`src/rtl/wb_retire.sv`:
```
// Writeback/retire stage: accepts NRET retire lanes per cycle, registers regfile
// writes with one cycle of latency, counts retired instructions, resolves
// same-group write conflicts and sequences the exit -> drain -> halt shutdown.
module wb_retire #(
  parameter int XLEN         = 64,
  parameter int NRET         = 2,
  parameter int DRAIN_CYCLES = 4,
  parameter int CNT_W        = 64
) (
  input  logic                 clk,
  input  logic                 rst,
  input  logic [NRET-1:0]      valid_i,
  input  logic [NRET-1:0]      wen_i,
  input  logic [NRET*5-1:0]    rd_i,
  input  logic [NRET*XLEN-1:0] wdata_i,
  input  logic [NRET*XLEN-1:0] pc_i,
  input  logic [NRET-1:0]      exit_i,
  input  logic [XLEN-1:0]      a0_i,
  output logic [NRET-1:0]      wen_o,
  output logic [NRET*5-1:0]    rd_o,
  output logic [NRET*XLEN-1:0] wdata_o,
  output logic [CNT_W-1:0]     instret_o,
  output logic                 halt_o,
  output logic [XLEN-1:0]      exit_code_o,
  output logic [XLEN-1:0]      exit_pc_o,
  output logic                 good_trap_o
);

  typedef enum logic [1:0] {
    ST_RUN   = 2'd0,
    ST_DRAIN = 2'd1,
    ST_HALT  = 2'd2
  } state_t;

  // Drain counter starts at DRAIN_CYCLES-1 so that HALT is reached after exactly
  // DRAIN_CYCLES cycles spent in DRAIN.
  localparam logic [31:0] DRAIN_LOAD = (DRAIN_CYCLES > 0) ? 32'(DRAIN_CYCLES - 1) : 32'd0;

  state_t            state_r;
  logic [31:0]       drain_cnt_r;

  logic              any_exit_s;
  logic [2:0]        exit_idx_s;
  logic [NRET-1:0]   acc_s;
  logic [NRET-1:0]   qual_s;
  logic [NRET-1:0]   wen_s;
  logic [XLEN-1:0]   code_s;
  logic [XLEN-1:0]   pc_s;

  // Number of set bits in a lane mask, widened to the counter width.
  function automatic logic [CNT_W-1:0] popcount(input logic [NRET-1:0] v);
    logic [CNT_W-1:0] c;
    c = {CNT_W{1'b0}};
    for (int k = 0; k < NRET; k++) begin
      c = c + {{(CNT_W-1){1'b0}}, v[k]};
    end
    return c;
  endfunction

  // Locate the oldest valid exit lane; scanning young-to-old lets the oldest win.
  always_comb begin
    any_exit_s = 1'b0;
    exit_idx_s = 3'd0;
    for (int k = NRET - 1; k >= 0; k--) begin
      if (valid_i[k] && exit_i[k]) begin
        any_exit_s = 1'b1;
        exit_idx_s = 3'(k);
      end else begin
        exit_idx_s = exit_idx_s;
      end
    end
  end

  // Lanes younger than the exit are killed; surviving writes to x0 are dropped.
  always_comb begin
    acc_s  = {NRET{1'b0}};
    qual_s = {NRET{1'b0}};
    for (int k = 0; k < NRET; k++) begin
      acc_s[k]  = valid_i[k] && (!any_exit_s || (3'(k) <= exit_idx_s));
      qual_s[k] = acc_s[k] && wen_i[k] && (rd_i[5*k +: 5] != 5'd0);
    end
  end

  // Same-group WAW: an older lane loses its write if any younger lane targets the same rd.
  always_comb begin
    wen_s = qual_s;
    for (int j = 0; j < NRET; j++) begin
      for (int k = j + 1; k < NRET; k++) begin
        if (qual_s[k] && (rd_i[5*k +: 5] == rd_i[5*j +: 5])) begin
          wen_s[j] = 1'b0;
        end else begin
          wen_s[j] = wen_s[j];
        end
      end
    end
  end

  // Exit code is the youngest surviving write to a0 in the group, else the incoming a0.
  always_comb begin
    code_s = a0_i;
    pc_s   = {XLEN{1'b0}};
    for (int k = 0; k < NRET; k++) begin
      if (qual_s[k] && (rd_i[5*k +: 5] == 5'd10)) begin
        code_s = wdata_i[XLEN*k +: XLEN];
      end else begin
        code_s = code_s;
      end
      if (3'(k) == exit_idx_s) begin
        pc_s = pc_i[XLEN*k +: XLEN];
      end else begin
        pc_s = pc_s;
      end
    end
  end

  // Retire FSM with registered writeback, instret counter and sticky exit status.
  always_ff @(posedge clk or posedge rst) begin
    if (rst) begin
      state_r     <= ST_RUN;
      drain_cnt_r <= 32'd0;
      wen_o       <= {NRET{1'b0}};
      rd_o        <= {(NRET*5){1'b0}};
      wdata_o     <= {(NRET*XLEN){1'b0}};
      instret_o   <= {CNT_W{1'b0}};
      halt_o      <= 1'b0;
      exit_code_o <= {XLEN{1'b0}};
      exit_pc_o   <= {XLEN{1'b0}};
      good_trap_o <= 1'b0;
    end else begin
      case (state_r)
        ST_RUN: begin
          wen_o     <= wen_s;
          rd_o      <= rd_i;
          wdata_o   <= wdata_i;
          instret_o <= instret_o + popcount(acc_s);
          if (any_exit_s) begin
            exit_pc_o   <= pc_s;
            exit_code_o <= code_s;
            if (DRAIN_CYCLES == 0) begin
              state_r     <= ST_HALT;
              halt_o      <= 1'b1;
              good_trap_o <= (code_s == {XLEN{1'b0}});
            end else begin
              state_r     <= ST_DRAIN;
              drain_cnt_r <= DRAIN_LOAD;
            end
          end else begin
            state_r <= ST_RUN;
          end
        end
        ST_DRAIN: begin
          wen_o <= {NRET{1'b0}};
          if (drain_cnt_r == 32'd0) begin
            state_r     <= ST_HALT;
            halt_o      <= 1'b1;
            good_trap_o <= (exit_code_o == {XLEN{1'b0}});
          end else begin
            drain_cnt_r <= drain_cnt_r - 32'd1;
          end
        end
        ST_HALT: begin
          wen_o <= {NRET{1'b0}};
        end
        default: begin
          state_r <= ST_RUN;
          wen_o   <= {NRET{1'b0}};
        end
      endcase
    end
  end

endmodule
```
`config.mk`:
```
export PLATFORM = sky130hd
export DESIGN_NAME = wb_retire
export DESIGN_NICKNAME = d
export VERILOG_FILES = /design/src/rtl/wb_retire.sv
export SDC_FILE = /design/constraint.sdc
export NUM_CORES = 1
export LEC_CHECK = 0
export ABC_AREA = 0
export BUFFER_PORTS_ARGS = -buffer_cell sky130_fd_sc_hd__buf_4
export CORE_AREA = 2 2 263 265
export CTS_CLUSTER_SIZE = 14
export DETAILED_ROUTE_END_ITERATION = 10
export DIE_AREA = 0 0 265 267
export MAX_ROUTING_LAYER = met4
export PLACE_DENSITY_LB_ADDON = 0.12
export REMOVE_ABC_BUFFERS = 1
export SYNTH_ARGS = -nofsm -noshare
export SYNTH_HDL_FRONTEND = slang
export SYNTH_SLANG_ARGS = --single-unit
```
`constraint.sdc`:
```
create_clock -name clk -period 30.9 [get_ports clk]
set_input_delay 0 -clock clk [delete_from_list [all_inputs] [get_ports clk]]
set_output_delay 0 -clock clk [all_outputs]
set_load 0.05 [all_outputs]
```
# Word level (Yosys, flattened, before mapping)
# Index checks and enable logic that the tools add are counted.
[word_totals]
out_inout_bits = 334
reg_bits = 368
mem_count = 0
latchBits = 0
mem_bits_rw = 0
wordCells = 66
mem_bits_ro = 0
input_bits = 338
[op_classes]
bitwise = 1
n_mux = 16
n_reduce_logical = 25
magnitude_cmp = 2
div_mod_pow = 0
n_eq_ne = 9
n_addsub = 3
mul = 0
shift = 0
[op_table]
columns = ["op", "count"]
rows = [
  ["$mux W64", 4],
  ["$add A64 B2 Y64", 1],
  ["$logic_not A64 Y1", 1],
  ["$mux W32", 2],
  ["$pmux W32 S2", 1],
  ["$logic_not A32 Y1", 1],
  ["$sub A32 B1 Y32 const B", 1],
  ["$logic_and A1 B1 Y1", 11],
  ["$eq A5 B4 Y1 const B", 2],
  ["$reduce_bool A5 Y1", 2],
  ["$le A1 B3 Y1 const A", 2],
  ["$ne A2 B2 Y1 const B", 3],
  ["$pmux W2 S3", 1],
  ["$reduce_and A2 Y1", 3],
  ["$eq A5 B5 Y1", 1],
  ["$mux W1", 5],
  ["$mux W2", 2],
  ["$eq A1 B3 Y1 const A", 1],
  ["$logic_not A3 Y1", 1],
  ["$mux W3", 1],
  ["$reduce_and A3 Y1", 1],
  ["$add A1 B1 Y2", 1],
  ["$eq A2 B1 Y1 const B", 1],
  ["$eq A2 B2 Y1 const B", 1],
  ["5 further kinds", 6],
]

# Longest topological paths before layout
[logic_depth]
depth_word = 11
depth_mapped = 9

# Worst setup path after synthesis
# OpenSTA, ideal clock, no wires.
[synth_timing]
path_type = "register to register"
startpoint = "register instret_o[0]"
endpoint = "register instret_o[34]"
setup_slack_ns = 28.511
stages_incl_launch_ff = 7
t_arrival_ns = 2.246
period_less_slack_ns = 2.389
n_path_buf = 0
path_cell_list = "dfrtp_1 -> fa_1 -> ha_1 -> nand2_4 -> nor4_1 -> nand4_1 -> xnor2_1"
[synth_via]
elab_chain_cells = 1
[synth_rtl]
columns = ["item", "line_no", "source"]
rows = [
  ["from (decl)", "22", "output logic [CNT_W-1:0] instret_o,"],
  ["from (signal assigned)", "124", "instret_o <= {CNT_W{1'b0}};"],
  ["from (signal assigned)", "135", "instret_o <= instret_o + popcount(acc_s);"],
  ["$add A64 B2 Y64", "135", ""],
]
# No other way between the ends.
# A chain may end at the register's enable or synchronous reset.

# Worst setup path after layout
[layout_timing]
startpoint = "input port valid_i[0]"
endpoint = "register instret_o[34]"
[layout_via]
elab_chain_cells = 7
word_cells_on_any_way = 12
cone_classes = "add/sub (2); order compare (2); mux (2); reduce/logical (6)"
[layout_rtl]
columns = ["item", "line_no", "source"]
rows = [
  ["from (decl)", "12", "input logic [NRET-1:0] valid_i,"],
  ["$logic_and A1 B1 Y1", "65", "if (valid_i[k] && exit_i[k]) begin"],
  ["$mux W3 / $mux W1 (equally long branches)", "65", ""],
  ["$le A1 B3 Y1 / $logic_not A1 Y1 (equally long branches)", "79", "acc_s[k] = valid_i[k] && (!any_exit_s || (3'(k) <= exit_idx_s));"],
  ["$logic_or A1 B1 Y1", "79", ""],
  ["$logic_and A1 B1 Y1", "79", ""],
  ["$add A1 B1 Y2 (*)", "55", "c = c + {{(CNT_W-1){1'b0}}, v[k]};"],
  ["$add A64 B2 Y64 (*)", "135", ""],
]
# Mark *: on every way between the ends. The rest lies on a longest branch, timed or not.

==> results.json <==
{
  "status": "finished clean",
  "worstSkewPairLatency_ns": 0.58,
  "worst_pin_slew_ns": 1.17,
  "die_h_um": 267,
  "grt-busiest-layer": "met2",
  "path_clk_slew_ns": 0.06,
  "cts_made_buffers": 46,
  "synth_commonest_cells": "dfrtp_1 (368), nand2_1 (169), mux2_2 (140), nor2_1 (101), clkbuf_1 (77)",
  "cts_root_buf": "clkbuf_16",
  "firstDrtPassIters": 4,
  "synth-warning-count": 0,
  "cp.required_ns": 31.35,
  "cp.arrival_ns": 3.94,
  "fillerInstances": 6745,
  "grt_pass1_vias": 16800,
  "netlist_top_cells_area": "dfrtp_1 (56%), mux2_2 (9.5%), nand2_1 (3.8%), o31ai_1 (3.3%), a211oi_1 (2.9%)",
  "cts_tree": "built",
  "holdPathStages": 5,
  "initial_utilization": 0.244,
  "core_um2": 68000,
  "seq_area_um2": 9210,
  "io_buffers": 671,
  "skew_ns": 0.0196,
  "final_nets": 2833,
  "hold_viol": 0,
  "synth.most_common_cell": "dfrtp_1",
  "end_kind": "flop",
  "timing.fmax_mhz": 286,
  "clk_path_buf_depth": 3,
  "grt_pass1_wl_um": 104000,
  "yosysTopAreaCellShare": 0.556,
  "antenna_left": 0,
  "drtIter0Drc": 671,
  "crit_type": "primary input to flop",
  "fin_tns_setup_ns": 0,
  "htreeDepth": 2,
  "gp_congestion": 0.847,
  "synth_async_sr_flop_share": 1.00,
  "syn_to_final_growth_pct": 66.0,
  "synthDistinctLibCells": 61,
  "vias_per_cell": 4.63,
  "rsz0062_at_grt": "no",
  "multi_input_area_um2": 7000,
  "clkSinkCount": 368,
  "hp-class": "primary input to flop",
  "powerDensity_nw_per_um2": 48.3,
  "routedWlPerCell_um": 20.4,
  "overflow": 0,
  "synth_edf_count": 0,
  "fin_crit_sh": 0.113,
  "max-cap-violations": 0,
  "drive_gt1_frac": 0.368,
  "row_count": 96,
  "cts-resized-gates": 0,
  "ys_seq_elements": 368,
  "use_met3": 0.0530,
  "synth_area_um2": 16600,
  "antenna_found_initial": 8,
  "totalWireLength_um": 69900,
  "grt_use_met1": 0.229,
  "ys_seq_area_frac": 0.556,
  "startpoint_type": "primary input",
  "synth_top_area_cell": "dfrtp_1",
  "leakage_nw": 13.0,
  "use_met2": 0.335,
  "drv_slew": 0,
  "dieArea_um2": 70800,
  "path_max_fanout": 68,
  "dp_hpwl_um": 50200,
  "post-route-min-period_ns": 3.50,
  "setup_viol": 0,
  "syn_inst": 1514,
  "pin_count": 672,
  "vias": 15800,
  "synth.avg_cell_area_um2": 10.9,
  "fin_util": 0.405,
  "synth-main-ff-cell": "dfrtp_1",
  "maxSlewHeadroom": 0.214,
  "ir_drop_uv": 39.2,
  "track_usage": 0.199,
  "fp.dieW_um": 265,
  "drc": 0,
  "grt_max_degree": 129,
  "r2r.worst_path.cells": 5
}
-- critical path: stages --
cell,delay [ns]
dlygate4sd3_1,0.54
buf_4,0.17
nand2_2,0.06
buf_4,0.59
and2_0,0.42
fa_1,0.30
ha_1,0.28
nand2_4,0.12
nor4_1,1.00
nand4_1,0.25
xnor2_1,0.19
-- stage by stage --
| stage | instances | instance area, um2 | hold slack, ns | worst slack [ns] | power, mW |
|---|---|---|---|---|---|
| finish | 3418 | 27500 | 0.140 | 27.40 | 1.33 |
| global route | 3415 | 27500 | 0.147 | 27.06 | 1.39 |
| CTS | 3408 | 27500 | 0.0824 | 27.40 | 1.35 |
| detailed placement | 2990 | 22500 | 0.247 | 27.39 | 0.735 |
| global placement | 2990 | 22500 | 0.242 | 27.51 | 0.732 |
| floorplan | 1420 | 16200 | 0.125 | 20.66 | 0.640 |
-- per-layer routing --
| layer | routed length, um | vias to the layer above |
|---|---|---|
| li1 | - | 7466 |
| met1 | 28500 | 7809 |
| met2 | 34700 | 455 |
| met3 | 4420 | 100 |
| met4 | 2320 | 0 |
| met5 | 0 | - |
-- kinds of logic after synthesis --
family / synth area share
AOI/OAI and AO/OA: 0.123
adders and majority gates: 0.00272
and+or+nand+nor: 0.157
xor gates and xnor gates: 0.0386
buffers and inverters: 0.0248
DFF: 0.556
muxes: 0.0982
-- sequential cells by signal, indices dropped and copies added (netlist names) --
| signal | flops |
|---|---|
| good_trap_o | 1 |
| rd_o | 10 |
| state_r | 2 |
| exit_pc_o | 64 |
| wen_o | 2 |
| exit_code_o | 64 |
| instret_o | 64 |
| drain_cnt_r | 32 |
| wdata_o | 128 |
| halt_o | 1 |
-- power by group --
part           switching [mW]  leakage (nW)  internal, mW
clock network           0.222         0.786         0.345
logic                   0.132          7.53         0.102
registers              0.0204          4.69         0.506
-- final cells by class --
type,instances,area share
sequential,368,0.335
timing repair buffer,1024,0.310
multi-input combinational,1041,0.254
clock buffer,69,0.0508
tap,882,0.0401
clock inverter,13,0.00669
inverter,11,0.00177
antenna,10,0.000910
-- cells in the final DEF, fill, tap and decap left out, drive strengths merged, types with 11 or more instances in the layout --
master and instances:
a211oi 65, a21oi 11, and3 11, buf 688
clkbuf 69, dfrtp 368, dlygate4sd3 336, inv 13
mux2 141, nand2 170, nand3 33, nand4 26
nor2 101, nor2b 66, nor3 18, nor4 36
o21ai 72, o22ai 64, o31ai 73, or3 12
xnor2 46, xor2 27
-- worst paths after layout --
check | startpoint | endpoint | slack (ns)
worst max-delay path | valid_i[0] | instret_o[34] | 27.40
max in group asynchronous | rst | wdata_o[81] | 28.50
min in group asynchronous | rst | instret_o[58] | 0.15
worst min register to register | exit_pc_o[34] | exit_pc_o[34] | 0.48
worst max register to register | state_r[1] | exit_pc_o[6] | 27.49
worst min-delay path | exit_i[1] | drain_cnt_r[23] | 0.14
-- timing repair --
item                                   CTS  global route
endpoints found under the hold margin  385             0
hold buffers                           336             0
setup buffers                            0             0
Power figures use the tool's default switching activity.
